## src/rtl/bitstream_encoder_tx.sv

```systemverilog
`default_nettype none
// ============================================================================
//  Module      : bitstream_encoder_tx
//  Description : Serialises one packet descriptor (PID, addr, endp, 64-bit
//                data) into a single-bit stream: SYNC, PID byte, token fields
//                with CRC5 or DATA0 payload with CRC16. One bit leaves per
//                non-paused cycle; the downstream stuffer stalls us via pause.
//  Ports       : clk        system clock, all state on posedge
//                rst_L      asynchronous active-low reset
//                pkt_start  send request, taken only while ready=1
//                pid/addr/endp/data  descriptor, latched on acceptance
//                pause      freeze outb and all state this cycle
//                ready      idle, able to accept pkt_start
//                sending    outb carries a valid packet bit
//                outb       serial bit
//                done       one-cycle pulse after the last bit
//                error      one-cycle pulse on pkt_start with unknown pid
//  Revision    : 1.0  initial release
// ============================================================================
module bitstream_encoder_tx #(
    parameter logic [7:0] SYNC_PAT = 8'b1000_0000
) (
    input  logic        clk,
    input  logic        rst_L,
    input  logic        pkt_start,
    input  logic [3:0]  pid,
    input  logic [6:0]  addr,
    input  logic [3:0]  endp,
    input  logic [63:0] data,
    input  logic        pause,
    output logic        ready,
    output logic        sending,
    output logic        outb,
    output logic        done,
    output logic        error
);

    localparam logic [3:0] c_PID_OUT   = 4'b0001;
    localparam logic [3:0] c_PID_IN    = 4'b1001;
    localparam logic [3:0] c_PID_DATA0 = 4'b0011;
    localparam logic [3:0] c_PID_ACK   = 4'b0010;
    localparam logic [3:0] c_PID_NAK   = 4'b1010;

    localparam logic [4:0]  c_CRC5_POLY  = 5'b00101;
    localparam logic [15:0] c_CRC16_POLY = 16'h8005;

    typedef enum logic [3:0] {
        S_IDLE  = 4'd0,
        S_SYNC  = 4'd1,
        S_PID   = 4'd2,
        S_ADDR  = 4'd3,
        S_ENDP  = 4'd4,
        S_CRC5  = 4'd5,
        S_DATA  = 4'd6,
        S_CRC16 = 4'd7,
        S_DONE  = 4'd8
    } state_t;

    state_t      r_state;
    logic [6:0]  r_cnt;
    logic [3:0]  r_pid;
    logic [6:0]  r_addr;
    logic [3:0]  r_endp;
    logic [63:0] r_data;
    logic [4:0]  r_crc5;
    logic [15:0] r_crc16;
    logic        r_ready;
    logic        r_sending;
    logic        r_outb;
    logic        r_done;
    logic        r_error;

    state_t      w_state_nxt;
    logic [6:0]  w_cnt_nxt;
    logic [6:0]  w_last;
    logic        w_field;
    logic        w_adv;
    logic        w_pid_ok;
    logic        w_accept;
    logic        w_reject;
    logic [4:0]  w_crc5_nxt;
    logic [15:0] w_crc16_nxt;
    logic [7:0]  w_pid_byte;
    logic [2:0]  w_idx5;
    logic [3:0]  w_idx16;
    logic        w_bit_nxt;

    function automatic logic [4:0] f_crc5_step(input logic [4:0] c, input logic b);
        logic [4:0] n;
        n = {c[3:0], 1'b0};
        if (c[4] ^ b) n = n ^ c_CRC5_POLY;
        return n;
    endfunction

    function automatic logic [15:0] f_crc16_step(input logic [15:0] c, input logic b);
        logic [15:0] n;
        n = {c[14:0], 1'b0};
        if (c[15] ^ b) n = n ^ c_CRC16_POLY;
        return n;
    endfunction

    assign w_pid_ok = (pid == c_PID_OUT) || (pid == c_PID_IN) || (pid == c_PID_DATA0) ||
                      (pid == c_PID_ACK) || (pid == c_PID_NAK);
    assign w_accept = r_ready && pkt_start && w_pid_ok;
    assign w_reject = r_ready && pkt_start && !w_pid_ok;

    // Every state other than IDLE/DONE puts a packet bit on the wire.
    assign w_field  = (r_state != S_IDLE) && (r_state != S_DONE);
    assign w_adv    = w_field && !pause;

    assign w_pid_byte = {~r_pid, r_pid};

    // The bit on outb this cycle is the one consumed on an advancing edge,
    // so it is what feeds the running CRC.
    assign w_crc5_nxt  = (w_adv && ((r_state == S_ADDR) || (r_state == S_ENDP)))
                         ? f_crc5_step(r_crc5, r_outb) : r_crc5;
    assign w_crc16_nxt = (w_adv && (r_state == S_DATA))
                         ? f_crc16_step(r_crc16, r_outb) : r_crc16;

    always_comb begin
        w_last = 7'd7;
        case (r_state)
            S_ADDR:  w_last = 7'd6;
            S_ENDP:  w_last = 7'd3;
            S_CRC5:  w_last = 7'd4;
            S_DATA:  w_last = 7'd63;
            S_CRC16: w_last = 7'd15;
            default: w_last = 7'd7;
        endcase
    end

    always_comb begin
        w_state_nxt = r_state;
        w_cnt_nxt   = r_cnt;
        case (r_state)
            S_IDLE: begin
                if (w_accept) begin
                    w_state_nxt = S_SYNC;
                    w_cnt_nxt   = 7'd0;
                end
            end
            S_DONE: begin
                w_state_nxt = S_IDLE;
                w_cnt_nxt   = 7'd0;
            end
            default: begin
                if (w_adv) begin
                    if (r_cnt == w_last) begin
                        w_cnt_nxt = 7'd0;
                        case (r_state)
                            S_SYNC:  w_state_nxt = S_PID;
                            S_PID: begin
                                if ((r_pid == c_PID_OUT) || (r_pid == c_PID_IN))
                                    w_state_nxt = S_ADDR;
                                else if (r_pid == c_PID_DATA0)
                                    w_state_nxt = S_DATA;
                                else
                                    w_state_nxt = S_DONE;
                            end
                            S_ADDR:  w_state_nxt = S_ENDP;
                            S_ENDP:  w_state_nxt = S_CRC5;
                            S_DATA:  w_state_nxt = S_CRC16;
                            default: w_state_nxt = S_DONE;
                        endcase
                    end else begin
                        w_cnt_nxt = r_cnt + 7'd1;
                    end
                end
            end
        endcase
    end

    // Select the bit that will sit on outb after this edge. CRC fields are
    // sent complemented, MSB first, from the CRC value after this edge so
    // the final field bit is already folded in when the CRC field starts.
    assign w_idx5  = 3'd4 - w_cnt_nxt[2:0];
    assign w_idx16 = 4'd15 - w_cnt_nxt[3:0];

    always_comb begin
        w_bit_nxt = 1'b0;
        case (w_state_nxt)
            S_SYNC:  w_bit_nxt = SYNC_PAT[w_cnt_nxt[2:0]];
            S_PID:   w_bit_nxt = w_pid_byte[w_cnt_nxt[2:0]];
            S_ADDR:  w_bit_nxt = r_addr[w_cnt_nxt[2:0]];
            S_ENDP:  w_bit_nxt = r_endp[w_cnt_nxt[1:0]];
            S_CRC5:  w_bit_nxt = ~w_crc5_nxt[w_idx5];
            S_DATA:  w_bit_nxt = r_data[w_cnt_nxt[5:0]];
            S_CRC16: w_bit_nxt = ~w_crc16_nxt[w_idx16];
            default: w_bit_nxt = 1'b0;
        endcase
    end

    always_ff @(posedge clk or negedge rst_L) begin
        if (!rst_L) begin
            r_state   <= S_IDLE;
            r_cnt     <= 7'd0;
            r_pid     <= 4'd0;
            r_addr    <= 7'd0;
            r_endp    <= 4'd0;
            r_data    <= 64'd0;
            r_crc5    <= 5'h1F;
            r_crc16   <= 16'hFFFF;
            r_ready   <= 1'b1;
            r_sending <= 1'b0;
            r_outb    <= 1'b0;
            r_done    <= 1'b0;
            r_error   <= 1'b0;
        end else begin
            r_state   <= w_state_nxt;
            r_cnt     <= w_cnt_nxt;
            r_outb    <= w_bit_nxt;
            r_crc5    <= w_accept ? 5'h1F : w_crc5_nxt;
            r_crc16   <= w_accept ? 16'hFFFF : w_crc16_nxt;
            if (w_accept) begin
                r_pid  <= pid;
                r_addr <= addr;
                r_endp <= endp;
                r_data <= data;
            end
            r_error   <= w_reject;
            r_done    <= (w_state_nxt == S_DONE);
            r_ready   <= (w_state_nxt == S_IDLE);
            r_sending <= (w_state_nxt != S_IDLE) && (w_state_nxt != S_DONE);
        end
    end

    assign ready   = r_ready;
    assign sending = r_sending;
    assign outb    = r_outb;
    assign done    = r_done;
    assign error   = r_error;

endmodule
`default_nettype wire

```

## config.mk

```make
export PLATFORM = sky130hd
export DESIGN_NAME = bitstream_encoder_tx
export DESIGN_NICKNAME = d
export VERILOG_FILES = /design/src/rtl/bitstream_encoder_tx.sv
export SDC_FILE = /design/constraint.sdc
export NUM_CORES = 1
export LEC_CHECK = 0
export CORE_AREA = 3 3 150 152
export CTS_CLUSTER_SIZE = 10
export DETAILED_ROUTE_END_ITERATION = 8
export DIE_AREA = 0 0 153 155
export PLACE_DENSITY = 0.49
export SETUP_SLACK_MARGIN = 0.3
export SYNTH_ARGS = -nofsm -noshare
export SYNTH_HDL_FRONTEND = slang
export SYNTH_SLANG_ARGS = --single-unit
```

## constraint.sdc

```tcl
create_clock -name clk -period 10.7 [get_ports clk]
set_input_delay 2.14 -clock clk [delete_from_list [all_inputs] [get_ports clk]]
set_output_delay 2.14 -clock clk [all_outputs]
set_load 0.005 [all_outputs]
```

==> flow_metrics.env, run 1 <==
export IMPL_outcome="completed"
export IMPL_worstSetupEndpointType="register"
export IMPL_synthAdderAreaFrac_pct=0.591
export IMPL_synth_avg_cell_area_um2=8.54
export IMPL_antenna_found_initial=0
export IMPL_fillers=2207
export IMPL_cts_resized=0
export IMPL_synthXorXnorAreaFrac_pct=1.65
export IMPL_ioPinCount=88
export IMPL_dp_hpwl_mm=12.4
export IMPL_startpoint_type="input pin"
export IMPL_dr_pass1_iters=5
export IMPL_wl_per_cell_um=16.3
export IMPL_globalplace_congestion=0.872
export IMPL_layout_min_cycle_time_ps=5370
export IMPL_required_ps=10970
export IMPL_hold_viol_final=0
export IMPL_reg2regPathDepth=11
export IMPL_routed_wl_mm=17.9
export IMPL_synthCells=744
export IMPL_grt_remaining_overflow=0
export IMPL_timing_slew_headroom_pct=33.0
export IMPL_muxShareOfSynthArea_pct=5.89
export IMPL_drcViolationCount=0
export IMPL_peakVddDrop_uv=111
export IMPL_skew_ps=11.7
export IMPL_root_buffer="clkbuf_16"
export IMPL_post_cts_buffers=0
export IMPL_leakage_nw=3.56
export IMPL_synth_warnings=0
export IMPL_path_class="input pin to register"
export IMPL_io_buffer_count=87
export IMPL_synth_compound_area_share_pct=13.5
export IMPL_synth_flop_cell="dfrtp_1"
export IMPL_rsz0062_at_grt="no"
export IMPL_syn2layout_area_growth_pct=25.2
export IMPL_period_share_pct=50.2
export IMPL_antenna_left=0
export IMPL_cp_max_fo=14
export IMPL_max_freq_mhz=186
export IMPL_diodes=0
export IMPL_setup_ws_ps=5330
export IMPL_start_util_pct=30.0
export IMPL_row_count=53
export IMPL_clkSinkCount=116
export IMPL_clk_pin_slew_ps=50
export IMPL_synthSimpleGateAreaFrac_pct=27.3
export IMPL_drive_gt1_share_pct=11.4
export IMPL_setup_violations_final=0
export IMPL_placed_area_um2=7370
export IMPL_grt_pass1_vias=5452
export IMPL_ctsHoldBuffers=0
export IMPL_synth_edf_count=0
export IMPL_cts_buffer_depth=2
export IMPL_clk_latency_ps=410
export IMPL_synth_seq_cells=116
export IMPL_hp_class="register to register"
export IMPL_grt_first_pass_wirelength_mm=29.4
export IMPL_synthArstFlopShare_pct=100
export IMPL_fp_dieH_um=155
export IMPL_numCtsBuffers=17
export IMPL_hold_depth=2
export IMPL_synth_nets=830
export IMPL_syn_cell_area_um2=6350
export IMPL_yosysUniqueCellTypes=73
export IMPL_max_slew_worst_pin_slew_ps=1000
export IMPL_nNetsFinal=898
export IMPL_grt_total_usage_pct=15.4
export IMPL_crit_arrival_ps=5640
export IMPL_slew_viol_final=0
export IMPL_coreArea_um2=21200
export IMPL_h_tree_depth=4
export IMPL_synth_seq_area_share_pct=46.1
export IMPL_stdcell_area_um2=7950
export IMPL_num_vias=5374
export IMPL_grt_max_degree=97
export IMPL_power_density_nw_per_um2=286
export IMPL_cts_tree="built"
export IMPL_avgViaCountPerCell=4.89
export IMPL_fin_setup_tns_ps=0
export IMPL_synth_top_family_by_area="simple AND/OR/NAND/NOR gates"
export IMPL_maxCapViolations=0
export IMPL_drtIter0Drc=348
export IMPL_die_area_um2=23700
export IMPL_die_w_um=153
export IMPL_dpl_worst_slack_ps=4940
[where the power goes]
group	leakage (nW)	switching, mW	internal, mW
logic	1.87	0.519	0.390
clock network	0.282	0.198	0.358
registers	1.41	0.161	0.647
[kinds of logic after synthesis]
kind of cell | count (synthesis)
buf+inv | 62
mux | 28
flops | 116
fa+ha+maj | 3
compound gates | 116
xor+xnor | 12
simple gates | 407
[path summary, 6_finish.rpt]
path	end	from	slack [ps]
setup / recovery	outb	pause	5330
hold / removal	r_data[12]	r_data[12]	470
setup reg to reg	outb	r_state[0]	6630
hold reg to reg	r_data[12]	r_data[12]	470
max in group asynchronous	r_endp[0]	rst_L	7980
min in group asynchronous	r_data[19]	rst_L	1710
[critical path, stage by stage]
cell and delay (ps):
clkdlybuf4s50_1 620, nor2b_1 290, xor2_1 160, nand2_1 70, a21oi_1 230, nand2_1 390
inv_1 500, o21ai_0 160, a2111oi_0 430, a2111oi_1 120, nor4bb_1 360, a41oi_1 150
[per-layer routing]
layer	vias up	share of wire, %	GRT usage (%)
met2	119	46	24.2
li1	2666	-	-
met3	14	3.8	3.14
met1	2575	49	21.8
met5	-	0	0
met4	0	1.1	4.29
[sequential cells by signal, summed over array words and instances, names as in the netlist]
signal	count
r_data	64
r_crc16	16
r_addr	7
r_cnt	7
r_crc5	5
r_endp	4
r_pid	4
r_state	4
done	1
error	1
outb	1
ready	1
sending	1
[metrics by stage]
| stage | cells | util, % | hold slack [ps] | power [mW] |
|---|---|---|---|---|
| detailed placement | 1068 | 34.9 | 460 | 1.73 |
| floorplan | 744 | - | 437 | 1.49 |
| finish | 1099 | 37.6 | 470 | 2.27 |
| global placement | 1068 | 34.9 | 456 | 1.73 |
| CTS | 1099 | 37.6 | 473 | 2.30 |
| global route | 1099 | 37.6 | 499 | 2.45 |
[cells in the mapped netlist (9+ instances only)]
library cell  instances  area [um^2]
nand3_1              23          115
dfrtp_1              94         2350
a21oi_1              25          125
nand2_1             293         1100
nor3_1               13         65.1
clkbuf_1             25         93.8
mux2i_1              16          160
buf_2                 9         45.0
o211ai_1             19          143
xnor2_1               9         78.8
o21ai_0              19         95.1
inv_1                13         48.8
dfstp_2              22          578
nor2_1               37          139
[placed cells by master (no fill, tap or decap), drive strengths merged, types with 4 or more instances in the layout]
cell           netlist  final
a211oi               5      5
a2111oi              5      5
mux4                 7      7
xnor2                9      9
nor3b                5      5
mux2i               16     16
nand2              293    293
clkdlybuf4s50        0     86
o211ai              19     19
dfstp               22     22
dfrtp               94     94
o21ai               20     20
clkbuf              25     22
o2111ai              4      4
buf                 20      8
nor2                38     38
a31oi                6      6
nand3               24     24
a21oi               26     26
mux2                 5      5
inv                 16     16
clkinv               1      6
or4                  4      4
nor3                13     13
[final cells by class]
cell class	count	area [um^2]	share of cell area, %
clock buffer	22	474	5.96
clock inverter	9	104	1.31
inverter	17	68.8	0.865
multi-input combinational	566	3110	39.1
sequential	116	2930	36.8
tap	275	344	4.33
timing repair buffer	94	921	11.6
(Power assumes the default switching activity.)
==> inputs of run 2 (changes only) <==
==> constraint.sdc (replaced) <==
create_clock -name clk -period 5.45 [get_ports clk]
set_input_delay 1.09 -clock clk [delete_from_list [all_inputs] [get_ports clk]]
set_output_delay 1.09 -clock clk [all_outputs]
set_load 0.005 [all_outputs]
==> run 2 against run 1 <==
  * Flip-flop and latch count unchanged
  * Hold slack about the same
  * Core utilization about the same
  * Combinational power increased by 99%
  * Largest cell class unchanged
==> flow_metrics.env, run 2 (synthesis results as in run 1) <==
export IMPL_dp_hpwl_mm=12.9
export IMPL_slew_viol_final=0
export IMPL_crit_arrival_ps=4430
export IMPL_required_ps=5730
export IMPL_path_cells="clkdlybuf4s50_1 > inv_1 > nor2_1 > o21ai_1 > a21bo_1 > clkinv_4 > mux4_2 > nor2_1 > a41o_1 > a211oi_1 > nor4bb_1 > a41oi_1"
export IMPL_drcViolationCount=0
export IMPL_slowest_delay_ps=750
export IMPL_hp_class="register to register"
export IMPL_routed_wl_mm=18.2
export IMPL_layout_min_cycle_time_ps=4150
export IMPL_die_area_um2=23700
export IMPL_nNetsFinal=901
export IMPL_setup_violations_final=0
export IMPL_regMostFlops="r_data"
export IMPL_post_cts_buffers=0
export IMPL_grt_total_usage_pct=15.9
export IMPL_worstSetupEndpointType="register"
export IMPL_clkSinkCount=116
export IMPL_clk_pin_slew_ps=60
export IMPL_avgViaCountPerCell=4.90
export IMPL_outcome="completed"
export IMPL_max_slew_worst_pin_slew_ps=966
export IMPL_root_buffer="clkbuf_16"
export IMPL_wl_per_cell_um=16.5
export IMPL_io_buffer_count=87
export IMPL_maxCapViolations=0
export IMPL_cts_buffer_depth=2
export IMPL_clk_latency_ps=420
export IMPL_stdcell_area_um2=7950
export IMPL_skew_ps=12.1
export IMPL_path_class="input pin to register"
export IMPL_peakVddDrop_uv=236
export IMPL_rsz0062_at_grt="no"
export IMPL_cp_max_fo=33
export IMPL_fp_dieH_um=155
export IMPL_grt_remaining_overflow=0
export IMPL_row_count=53
export IMPL_drive_gt1_share_pct=11.6
export IMPL_period_share_pct=76.2
export IMPL_num_vias=5405
export IMPL_antenna_left=0
export IMPL_leakage_nw=3.55
export IMPL_startpoint_type="input pin"
export IMPL_antenna_found_initial=0
export IMPL_syn2layout_area_growth_pct=25.1
export IMPL_die_w_um=153
export IMPL_fin_setup_tns_ps=0
export IMPL_final_cell_mix="293 x nand2_1, 94 x dfrtp_1, 86 x clkdlybuf4s50_1"
export IMPL_dr_pass1_iters=5
export IMPL_start_util_pct=30.0
export IMPL_grt_first_pass_wirelength_mm=30.3
export IMPL_cts_tree="built"
export IMPL_largest_reg_flops=64
export IMPL_globalplace_congestion=0.846
export IMPL_ioPinCount=88
export IMPL_numCtsBuffers=17
export IMPL_final_util_pct=37.6
export IMPL_p_total_mw=4.44
export IMPL_grt_pass1_vias=5522
export IMPL_timing_slew_headroom_pct=35.6
export IMPL_power_density_nw_per_um2=559
export IMPL_top_regs="r_data: 64 flops, r_crc16: 16 flops"
export IMPL_max_freq_mhz=241
export IMPL_whs_ps=470
export IMPL_timing_critical_path_mode_cell="nor2_1"
export IMPL_h_tree_depth=4
export IMPL_grt_max_degree=84
export IMPL_diodes=0
export IMPL_coreArea_um2=21200
export IMPL_hold_viol_final=0
export IMPL_fillers=2174
export IMPL_drtIter0Drc=356
export IMPL_placed_area_um2=7400
export IMPL_cts_resized=0
export IMPL_ctsHoldBuffers=0
export IMPL_critical_path_slowest_cell="clkdlybuf4s50_1"
export IMPL_layout_commonest_cell="nand2_1"
-- run 2: per-layer routing --
layer	GRT usage, %	wire length, um
met1	22.5	8850
met2	24.6	8310
met3	3.45	741
met4	4.79	269
met5	0	0
-- run 2: where the power goes --
group | switching (mW) | leakage [nW] | internal [mW]
combinational | 1.02 | 1.88 | 0.786
clock | 0.388 | 0.263 | 0.647
sequential | 0.328 | 1.41 | 1.27
total | 1.74 | 3.55 | 2.70
-- run 2: critical path: cells and delay by family --
kind | cells | cell delay, ps
AO/OA/AOI/OAI | 5 | 850
buffers and inverters | 3 | 1310
multiplexers | 1 | 530
AND/OR/NAND/NOR | 3 | 630
-- run 2: worst paths after layout --
check	start	end	slack, ps	cells past startpoint
worst min register to register	r_data[52]	r_data[52]	470	2
worst min-delay path	r_data[52]	r_data[52]	470	2
worst max-delay path	pause	outb	1300	12
min in group asynchronous	rst_L	r_data[1]	830	1
max in group asynchronous	rst_L	r_data[29]	3460	2
worst max register to register	r_state[0]	outb	1530	12
-- run 2: through the flow --
step	setup WS [ps]	std cells
floorplan	1730	744
global placement	974	1071
detailed placement	928	1071
CTS	1330	1103
global route	1050	1103
finish	1300	1103
-- run 2: cell type report --
cell class / count / area [um^2] / share of cell area (%)
sequential: 116 / 2930 / 36.9
inverter: 17 / 68.8 / 0.866
clock buffer: 23 / 468 / 5.89
tap: 275 / 344 / 4.33
clock inverter: 9 / 81.3 / 1.02
multi-input combinational: 566 / 3110 / 39.1
timing repair buffer: 97 / 943 / 11.9
==> inputs of run 3 (changes only) <==
==> constraint.sdc (replaced) <==
create_clock -name clk -period 3.9 [get_ports clk]
set_input_delay 0.78 -clock clk [delete_from_list [all_inputs] [get_ports clk]]
set_output_delay 0.78 -clock clk [all_outputs]
set_load 0.005 [all_outputs]
==> run 3 against run 2 <==
  * Clock skew fell by 5.4 ps
  * Global-route usage fell by 0.25 points
  * Non-clock buffer count rose by 36
  * Sequential share of layout area fell by 1.6 points
  * Die area did not move
  * Power rose by 49%
  * Core utilization rose by 1.8 points
  * Clock power rose by 41%
  * Sequential power rose by 36%
  * Final area rose by 4.7%
  * Critical endpoint unchanged
==> flow_metrics.env, run 3 (synthesis results as in run 1) <==
export IMPL_path_cells="buf_4 > or4_4 > a41oi_4 > a21oi_2 > a31oi_4 > buf_6 > buf_4 > mux4_2 > nor2_2 > a41o_1 > a211oi_1 > nor4bb_1 > a41oi_1"
export IMPL_dr_pass1_iters=7
export IMPL_grt_first_pass_wirelength_mm=29.9
export IMPL_cts_tree="built"
export IMPL_rsz0062_at_grt="no"
export IMPL_leakage_nw=3.75
export IMPL_grt_max_degree=84
export IMPL_nNetsFinal=937
export IMPL_grt_remaining_overflow=0
export IMPL_required_ps=4170
export IMPL_routed_wl_mm=18.5
export IMPL_worstSetupEndpointType="register"
export IMPL_io_buffer_count=87
export IMPL_max_slew_worst_pin_slew_ps=841
export IMPL_row_count=53
export IMPL_drive_gt1_share_pct=16.9
export IMPL_syn2layout_area_growth_pct=31.0
export IMPL_dpl_worst_slack_ps=81.6
export IMPL_hp_class="input pin to async pin"
export IMPL_top_regs="r_data: 64 flops, r_crc16: 16 flops"
export IMPL_placed_area_um2=7670
export IMPL_setup_ws_ps=502
export IMPL_root_buffer="clkbuf_16"
export IMPL_max_freq_mhz=294
export IMPL_die_area_um2=23700
export IMPL_fin_setup_tns_ps=0
export IMPL_slowest_delay_ps=590
export IMPL_globalplace_congestion=0.885
export IMPL_numCtsBuffers=17
export IMPL_layout_commonest_cell="nand2_1"
export IMPL_wl_per_cell_um=16.3
export IMPL_start_util_pct=30.0
export IMPL_timing_critical_path_mode_cell="buf_4"
export IMPL_grt_pass1_vias=5545
export IMPL_clk_pin_slew_ps=60
export IMPL_maxCapViolations=0
export IMPL_clk_latency_ps=410
export IMPL_critical_path_slowest_cell="or4_4"
export IMPL_crit_arrival_ps=3670
export IMPL_regMostFlops="r_data"
export IMPL_ctsHoldBuffers=0
export IMPL_h_tree_depth=4
export IMPL_avgViaCountPerCell=4.87
export IMPL_startpoint_type="register"
export IMPL_regToRegSetupSlack_ps=500
export IMPL_setup_violations_final=0
export IMPL_outcome="completed"
export IMPL_stdcell_area_um2=8320
export IMPL_diodes=0
export IMPL_power_density_nw_per_um2=794
export IMPL_ioPinCount=88
export IMPL_grt_total_usage_pct=15.7
export IMPL_antenna_left=0
export IMPL_path_class="register to register"
export IMPL_period_share_pct=87.1
export IMPL_fp_dieH_um=155
export IMPL_cts_buffer_depth=2
export IMPL_timing_slew_headroom_pct=43.9
export IMPL_coreArea_um2=21200
export IMPL_clkSinkCount=116
export IMPL_largest_reg_flops=64
export IMPL_final_cell_mix="293 x nand2_1, 91 x dfrtp_1, 86 x clkdlybuf4s50_1"
export IMPL_cp_max_fo=8
export IMPL_drcViolationCount=0
export IMPL_layout_min_cycle_time_ps=3400
export IMPL_antenna_found_initial=0
export IMPL_die_w_um=153
export IMPL_slew_viol_final=0
export IMPL_skew_ps=6.70
export IMPL_hold_viol_final=0
export IMPL_num_vias=5544
export IMPL_drtIter0Drc=336
export IMPL_peakVddDrop_uv=306
export IMPL_dp_hpwl_mm=13.2
## run 3: path summary, 6_finish.rpt
| path | from | endpoint | depth (start not counted) |
|---|---|---|---|
| max | r_state[2] | outb | 13 |
| min | rst_L | r_data[1] | 1 |
| max reg2reg | r_state[2] | outb | 13 |
| min reg2reg | r_data[53] | r_data[53] | 2 |
| max in group asynchronous | rst_L | ready | 2 |
| min in group clk | r_data[53] | r_data[53] | 2 |
## run 3: report_power, final
group	switching [mW]	internal (mW)
clock	0.569	0.905
combinational	1.60	1.36
sequential	0.397	1.78
## run 3: worst max-delay path, delay by kind of cell, from the launching register on
kind	cells	cell delay [ps]
AND/OR/NAND/NOR	3	1050
AO/OA/AOI/OAI	6	1030
buffers and inverters	3	470
flip-flops	1	410
multiplexers	1	300
## run 3: per-stage QoR
stage	utilization [%]	total power, mW	std cells	hold WS [ps]
final	39.3	6.61	1139	377
after global routing	39.3	7.11	1139	415
after CTS	38.9	6.56	1136	396
after detailed placement	36.3	5.05	1104	462
after global placement	36.3	5.04	1104	454
after floorplan	-	4.08	744	437
## run 3: what timing repair did
action                                  CTS  global route
buffers inserted                          0             2
resized for setup                         0            15
endpoints found under the setup margin    0             1
## run 3: metal layers
layer  share of wire, %  vias to the layer above  GRT usage [%]
li1                   -                     2750              -
met1                 50                     2664           22.4
met2                 46                      117           24.1
met3                3.6                       13           3.37
met4               0.98                        0           4.54
met5                  0                        -              0
## run 3: layout make-up
cell class / count / area [um^2]
clock buffer: 19 / 453
clock inverter: 13 / 109
fill: 2188 / 12800
multi-input combinational: 566 / 3150
tap: 275 / 344
sequential: 116 / 2930
inverter: 17 / 71.3
timing repair buffer: 133 / 1260
